[config.mk]
export PLATFORM = sky130hd
export DESIGN_NAME = mmio_bus_ctrl
export DESIGN_NICKNAME = d
export VERILOG_FILES = /design/src/rtl/mmio_bus_ctrl.sv
export SDC_FILE = /design/constraint.sdc
export NUM_CORES = 1
export LEC_CHECK = 0
export BUFFER_PORTS_ARGS = -buffer_cell sky130_fd_sc_hd__buf_4
export CORE_MARGIN = 8
export CORE_UTILIZATION = 52
export CTS_CLUSTER_SIZE = 10
export DETAILED_ROUTE_END_ITERATION = 10
export GPL_TIMING_DRIVEN = 0
export HOLD_SLACK_MARGIN = 0.02
export PLACE_DENSITY = 0.93
export SLEW_MARGIN = 20
export SYNTH_ARGS = -nofsm -noshare
export SYNTH_HDL_FRONTEND = slang
export SYNTH_SLANG_ARGS = --single-unit
export TNS_END_PERCENT = 100
[constraint.sdc]
create_clock -name clk -period 7.3 [get_ports clk]
set_input_delay 1.46 -clock clk [delete_from_list [all_inputs] [get_ports clk]]
set_output_delay 1.46 -clock clk [all_outputs]
set_load 0.01 [all_outputs]
[src/rtl/mmio_bus_ctrl.sv]
// Memory-mapped bus controller: routes CPU requests to a word-addressed data RAM
// or to board IO registers (hex/LED outputs, synchronized key/switch inputs).
module mmio_bus_ctrl #(
    parameter int               DBITS        = 32,
    parameter int               DMEMADDRBITS = 13,
    parameter int               DMEMWORDBITS = 2,
    parameter logic [DBITS-1:0] ADDR_HEX     = 32'hF0000000,
    parameter logic [DBITS-1:0] ADDR_LEDR    = 32'hF0000004,
    parameter logic [DBITS-1:0] ADDR_LEDG    = 32'hF0000008,
    parameter logic [DBITS-1:0] ADDR_KEY     = 32'hF0000010,
    parameter logic [DBITS-1:0] ADDR_SW      = 32'hF0000014
) (
    input  logic             clk,
    input  logic             reset,
    input  logic             req,
    input  logic             we,
    input  logic [DBITS-1:0] addr,
    input  logic [DBITS-1:0] wdata,
    output logic             ack,
    output logic [DBITS-1:0] rdata,
    output logic [10:0]      dmem_addr,
    output logic             dmem_we,
    output logic [DBITS-1:0] dmem_wdata,
    input  logic [DBITS-1:0] dmem_rdata,
    input  logic [3:0]       key,
    input  logic [9:0]       sw,
    output logic [15:0]      hex,
    output logic [9:0]       ledr,
    output logic [7:0]       ledg
);

    // state | meaning
    // IDLE  | waiting for req; IO/unmapped accesses complete from here
    // DMEM  | RAM address (and write strobe) presented
    // DWAIT | RAM read data arriving, captured into rdata
    // RESP  | single-cycle ack
    typedef enum logic [1:0] {IDLE, DMEM, DWAIT, RESP} state_t;

    state_t           state;
    logic             xact_we;
    logic [3:0]       key_meta;
    logic [3:0]       key_sync;
    logic [3:0]       key_prev;
    logic [9:0]       sw_meta;
    logic [9:0]       sw_sync;
    logic [3:0]       press;

    logic             is_dmem;
    logic             is_hex;
    logic             is_ledr;
    logic             is_ledg;
    logic             is_key;
    logic             is_sw;
    logic             key_rd_accept;
    logic [3:0]       key_rise;
    logic [DBITS-1:0] io_rdata;

    assign is_dmem = (addr[DBITS-1:DMEMADDRBITS] == '0);
    assign is_hex  = (addr == ADDR_HEX);
    assign is_ledr = (addr == ADDR_LEDR);
    assign is_ledg = (addr == ADDR_LEDG);
    assign is_key  = (addr == ADDR_KEY);
    assign is_sw   = (addr == ADDR_SW);

    assign key_rd_accept = (state == IDLE) && req && !we && is_key;
    // keys are active-low, so a press is a 1->0 transition of the synchronized level
    assign key_rise      = ~key_sync & key_prev;

    always_comb begin
        io_rdata = '0;
        if (is_hex)
            io_rdata = DBITS'(hex);
        else if (is_ledr)
            io_rdata = DBITS'(ledr);
        else if (is_ledg)
            io_rdata = DBITS'(ledg);
        else if (is_key)
            io_rdata = DBITS'({press, ~key_sync});
        else if (is_sw)
            io_rdata = DBITS'(sw_sync);
    end

    always_ff @(posedge clk) begin
        if (!reset) begin
            state      <= IDLE;
            xact_we    <= 1'b0;
            ack        <= 1'b0;
            rdata      <= '0;
            dmem_addr  <= '0;
            dmem_we    <= 1'b0;
            dmem_wdata <= '0;
            hex        <= '0;
            ledr       <= '0;
            ledg       <= '0;
            key_meta   <= 4'hF;
            key_sync   <= 4'hF;
            key_prev   <= 4'hF;
            sw_meta    <= '0;
            sw_sync    <= '0;
            press      <= '0;
        end else begin
            key_meta <= key;
            key_sync <= key_meta;
            key_prev <= key_sync;
            sw_meta  <= sw;
            sw_sync  <= sw_meta;
            // an edge landing on the clearing read wins over the clear
            press    <= (press & ~{4{key_rd_accept}}) | key_rise;

            case (state)
                IDLE: begin
                    ack     <= 1'b0;
                    dmem_we <= 1'b0;
                    if (req) begin
                        if (is_dmem) begin
                            state      <= DMEM;
                            xact_we    <= we;
                            dmem_we    <= we;
                            dmem_addr  <= addr[DMEMWORDBITS +: 11];
                            dmem_wdata <= wdata;
                        end else begin
                            state <= RESP;
                            ack   <= 1'b1;
                            if (we) begin
                                if (is_hex)
                                    hex <= wdata[15:0];
                                if (is_ledr)
                                    ledr <= wdata[9:0];
                                if (is_ledg)
                                    ledg <= wdata[7:0];
                            end else begin
                                rdata <= io_rdata;
                            end
                        end
                    end
                end
                DMEM: begin
                    dmem_we <= 1'b0;
                    if (xact_we) begin
                        ack   <= 1'b1;
                        state <= RESP;
                    end else begin
                        state <= DWAIT;
                    end
                end
                DWAIT: begin
                    rdata <= dmem_rdata;
                    ack   <= 1'b1;
                    state <= RESP;
                end
                RESP: begin
                    ack   <= 1'b0;
                    state <= IDLE;
                end
                default: begin
                    ack     <= 1'b0;
                    dmem_we <= 1'b0;
                    state   <= IDLE;
                end
            endcase
        end
    end

endmodule

* After elaboration in Yosys (flattened, before gate mapping)
Index checks and enable logic that the tools add are counted.
** Operators by class
- Equality and inequality tests :: 12
- Mux-type cells :: 20
- Bitwise operators :: 6
- Reduce and logical (&&, ||, !) cells :: 13
** Operators with widths (count)
- $eq A32 B32 Y1 const B :: 5
- $mux W32 :: 3
- $pmux W32 S2 :: 1
- $mux W10 :: 4
- $logic_not A19 Y1 :: 1
- $mux W16 :: 1
- $reduce_and A5 Y1 :: 3
- $and A4 B4 Y4 :: 2
- $ne A2 B2 Y1 const B :: 4
- $not A4 Y4 :: 2
- $pmux W2 S4 :: 1
- $mux W1 :: 6
- $eq A2 B2 Y1 const B :: 2
- $mux W2 :: 2
- $or A4 B4 Y4 :: 1
- $pmux W1 S4 :: 1
- $reduce_and A4 Y1 :: 1
- $reduce_bool A2 Y1 :: 2
- $logic_and A1 B1 Y1 :: 3
- $reduce_and A3 Y1 :: 1
- $eq A2 B1 Y1 const B :: 1
- $logic_not A2 Y1 :: 1
- $pmux W1 S2 :: 1
- $logic_not A1 Y1 :: 1
- $not A1 Y1 :: 1
** Storage, ports and cells
- Register bits after elaboration :: 150
- Input port bits :: 114
- Word-level logic and storage cells :: 67

* Logic depth before layout (Yosys ltp)
- Word-level depth :: 10
- Mapped depth :: 9
- Depth with buffers taken out :: 7

* Least setup slack after synthesis
OpenSTA, ideal clock, no wires.
- Path type :: input -> register
- Start point :: input addr[23]
- End point :: register hex[5]
- Arrival time :: 3.297 ns
- Data required time :: 7.228 ns
- Slack :: 3.931 ns
- Stages :: 6
- Path buffers :: 1
- Path through :: nor4_2 -> nand4_2 -> or4_4 -> nor3_4 -> buf_6 -> mux2i_1
** Between the ends
- Word-level cells in the longest chain between the ends :: 3
** Ends and longest elaborated chain
- start: declaration :: line 17 : input logic [DBITS-1:0] addr,
- branches (longest 2 deep; another with $eq A32 B32 Y1)
- $reduce_and A5 Y1 (no line) *
- end signal: assignment :: line 126 : hex <= wdata[15:0];
- end: declaration :: line 27 : output logic [15:0] hex,
Mark *: on every way between the ends.
A chain may end at the register's enable or synchronous reset.

* Final worst setup path
- Start point :: input addr[27]
- End point :: register dmem_addr[9]
** Between the ends
- Word-level cells in the longest chain between the ends :: 2
** Ends and longest elaborated chain
- $logic_not A19 Y1 :: line 58 : assign is_dmem = (addr[DBITS-1:DMEMADDRBITS] == '0);
- $reduce_and A3 Y1 (no line)
- end signal: assignment :: line 119 : dmem_addr <= addr[DMEMWORDBITS +: 11];
- end: declaration :: line 21 : output logic [10:0] dmem_addr,
Every way passes these cells.

==> reports/qor.txt <==
Core box area: 10900 um^2
H-Tree Depth: 4
# DRC: 0
Clock-pin slew of the registers on the worst-case setup and hold paths: 0.06 ns
Post-synthesis cell count: 665
Die height: 122 um
Wire per inst: 19.3 um
Inserted Clock Buffers: 17
Clock period minus worst slack: 3.61 ns
Clock Skew: 0.00938 ns
CTS Root Cell: clkbuf_8
Crit path launch type: input pin
Die Wd: 122 um
Diode count: 0
PnR worst setup slack: 3.69 ns
Vias: 5932
Post-CTS sizing: 0
Post-route setup TNS: 0 ns
WL final: 20400 um
Final period util: 49.5%
GRT Total Usage: 26.5%
Max-slew violations: 0
Setup Fix Bufs, Post-CTS: 0
RSZ-0062 raised after global routing: false
Maximum vdd ir drop: 0.000155 V
IO Port Bufs: 223
CP max FO: 10
Vias in the first global route: 5752
Register bit total from synthesis: 150
Post-synth cell types: 44
Row cnt: 38
TritonRoute pass-1 iters: 6
CTS tree: yes
Sequential fraction of the synthesis area: 51.5%
Mapped cell area: 5830 um^2
Vias/cell: 5.60
Syn Nets: 782
Grt total ovfl: 0
Power density over the cells: 272 nW/um^2
Fin nets: 1024
Clock latency on the worst-skew pair: 0.53 ns
Place WS: 3.21 ns
Ys async rst share: 0%
Synth Warn #: 0
First-pass GRT wire length: 30600 um
Status: finished clean
F_max: 0.277 GHz
Top FF cell, synth: dfxtp_1
Final Wtd Congestion: 0.901
CP required: 7.75 ns
Slew Limit Headroom: 25.7%
Die area: 14900 um^2
Worst-Margin Slew: 1.11 ns
Max-cap violations: 0
Average size of a mapped cell: 8.77 um^2
Initial Util: 53.6%
Final setup viols: 0
1st-iter DRT viols: 529
Worst Path Arrival: 4.06 ns
Hold Path Class: reg -> reg
Layout cells sized above 1: 29.9%
Final ANT Viol Nets: 0
Hold Buf Count CTS: 0
CP Class: in -> reg
Final hold viol count: 0
Max clock buf depth: 2
EDFF count, synth: 0
Fillers: 764
CTS sink cnt: 150
Initial antenna violation count: 0
CP Capture Type: flop
Dpl hpwl: 15400 um
Syn-to-layout area delta: 41.9%
Top Ports: 225
Worst Hold Depth: 1
Reg2reg path depth: 8
Largest net degree at the start of global routing: 17
Pleak: 0.00347 uW
path summary, 6_finish.rpt:
check	from	to	slack, ns
min	key_meta[1]	key_sync[1]	0.41
min reg2reg	key_meta[1]	key_sync[1]	0.41
max reg2reg	state[0]	dmem_addr[9]	4.33
max	addr[27]	dmem_addr[9]	3.69
worst max-delay path: stages:
cell and delay [ns]:
buf_4 0.12, nor4_2 0.36, nand4_2 0.28, nor3_1 0.96, clkbuf_1 0.57, nand2_1 0.12
a21oi_1 0.17
through the flow:
step                      area (um^2)  hold slack [ns]  instances  power, uW  util (%)
after floorplan                  5830            0.386        665       1160         -
after global placement           7680            0.394       1028       1360      70.6
after detailed placement         7690            0.401       1028       1370      70.6
after CTS                        8280            0.413       1060       2240      76.0
after global routing             8280            0.434       1060       2330      76.0
final                            8280            0.410       1060       2250      76.0
cell usage in the layout (no fill, tap or decap), types with 2 or more instances in the layout:
master      count
dfxtp_1       150
or4_1           3
a2bb2oi_1       2
buf_4         224
nor4_2          4
inv_6           4
a21oi_1        84
mux2_2          8
o21ai_0        21
clkbuf_1       37
nand2b_1       21
inv_1           8
nor2_1         18
nor3b_1         2
and2_1         22
ha_1            3
nand2_1       166
nor3_1         11
clkbuf_16      16
bufinv_16       2
nand4b_1        3
o221ai_1        4
a221o_1         4
nor4_1          3
o211ai_1        2
or3_1           2
clkinv_2        2
nand3_1        18
inv_8           3
clkinvlp_4      2
a221oi_1        6
a2bb2o_1        3
clkbuf_8        2
mux2i_1        42
Yosys cell counts (2+ instances only):
| master | instances | area share (%) |
|---|---|---|
| ha_1 | 3 | 0.64 |
| or4_1 | 3 | 0.39 |
| mux2i_1 | 42 | 7.2 |
| a2bb2oi_1 | 2 | 0.30 |
| nor4_2 | 4 | 0.86 |
| or3_1 | 2 | 0.21 |
| nand3_1 | 18 | 1.5 |
| o211ai_1 | 2 | 0.26 |
| nor3b_1 | 2 | 0.26 |
| mux2_2 | 8 | 1.5 |
| nor2_1 | 18 | 1.2 |
| o221ai_1 | 4 | 0.60 |
| a221o_1 | 4 | 0.69 |
| a2bb2o_1 | 3 | 0.51 |
| nand4b_1 | 3 | 0.45 |
| nand2b_1 | 21 | 2.3 |
| nor4_1 | 3 | 0.32 |
| o21ai_0 | 21 | 1.8 |
| clkbuf_1 | 37 | 2.4 |
| nor3_1 | 11 | 0.94 |
| dfxtp_1 | 150 | 51 |
| and2_1 | 22 | 2.4 |
| inv_1 | 8 | 0.51 |
| nand2_1 | 166 | 11 |
| a221oi_1 | 6 | 0.90 |
| a21oi_1 | 84 | 7.2 |
metal layers:
| metal | track usage, % | vias up | share of wire [%] |
|---|---|---|---|
| met2 | 43.0 | 340 | 48 |
| li1 | - | 2755 | - |
| met5 | 0 | - | 0 |
| met3 | 7.73 | 63 | 9.6 |
| met1 | 31.9 | 2774 | 39 |
| met4 | 11.9 | 0 | 3.4 |
sequential cells by signal (all words and copies together), names as in the netlist, 2 cells and up:
register    count
dmem_addr      11
key_prev        4
key_sync        4
press           4
hex            16
ledr           10
dmem_wdata     32
state           2
sw_meta        10
rdata          32
ledg            8
sw_sync        10
key_meta        4
where the power goes:
part | switching (uW) | internal (uW) | total (uW)
clock | 373 | 506 | 879
combinational | 270 | 182 | 452
sequential | 35.5 | 881 | 917
total | 678 | 1570 | 2250
logic make-up after synthesis:
group / share of synthesized area, %
buf+inv: 3.43
mux: 8.75
fa+ha+maj: 0.644
flops: 51.5
compound gates: 13.1
simple gates: 22.6
area by class of cell:
class	count	area, um^2	area share, %
clock buffer	18	428	5.17
inverter	9	33.8	0.408
clock inverter	14	163	1.96
multi-input combinational	465	2640	31.8
sequential	150	3000	36.3
tap	140	175	2.12
buffer	41	166	2.01
timing repair buffer	223	1670	20.2
Power figures use the tool's default switching activity.
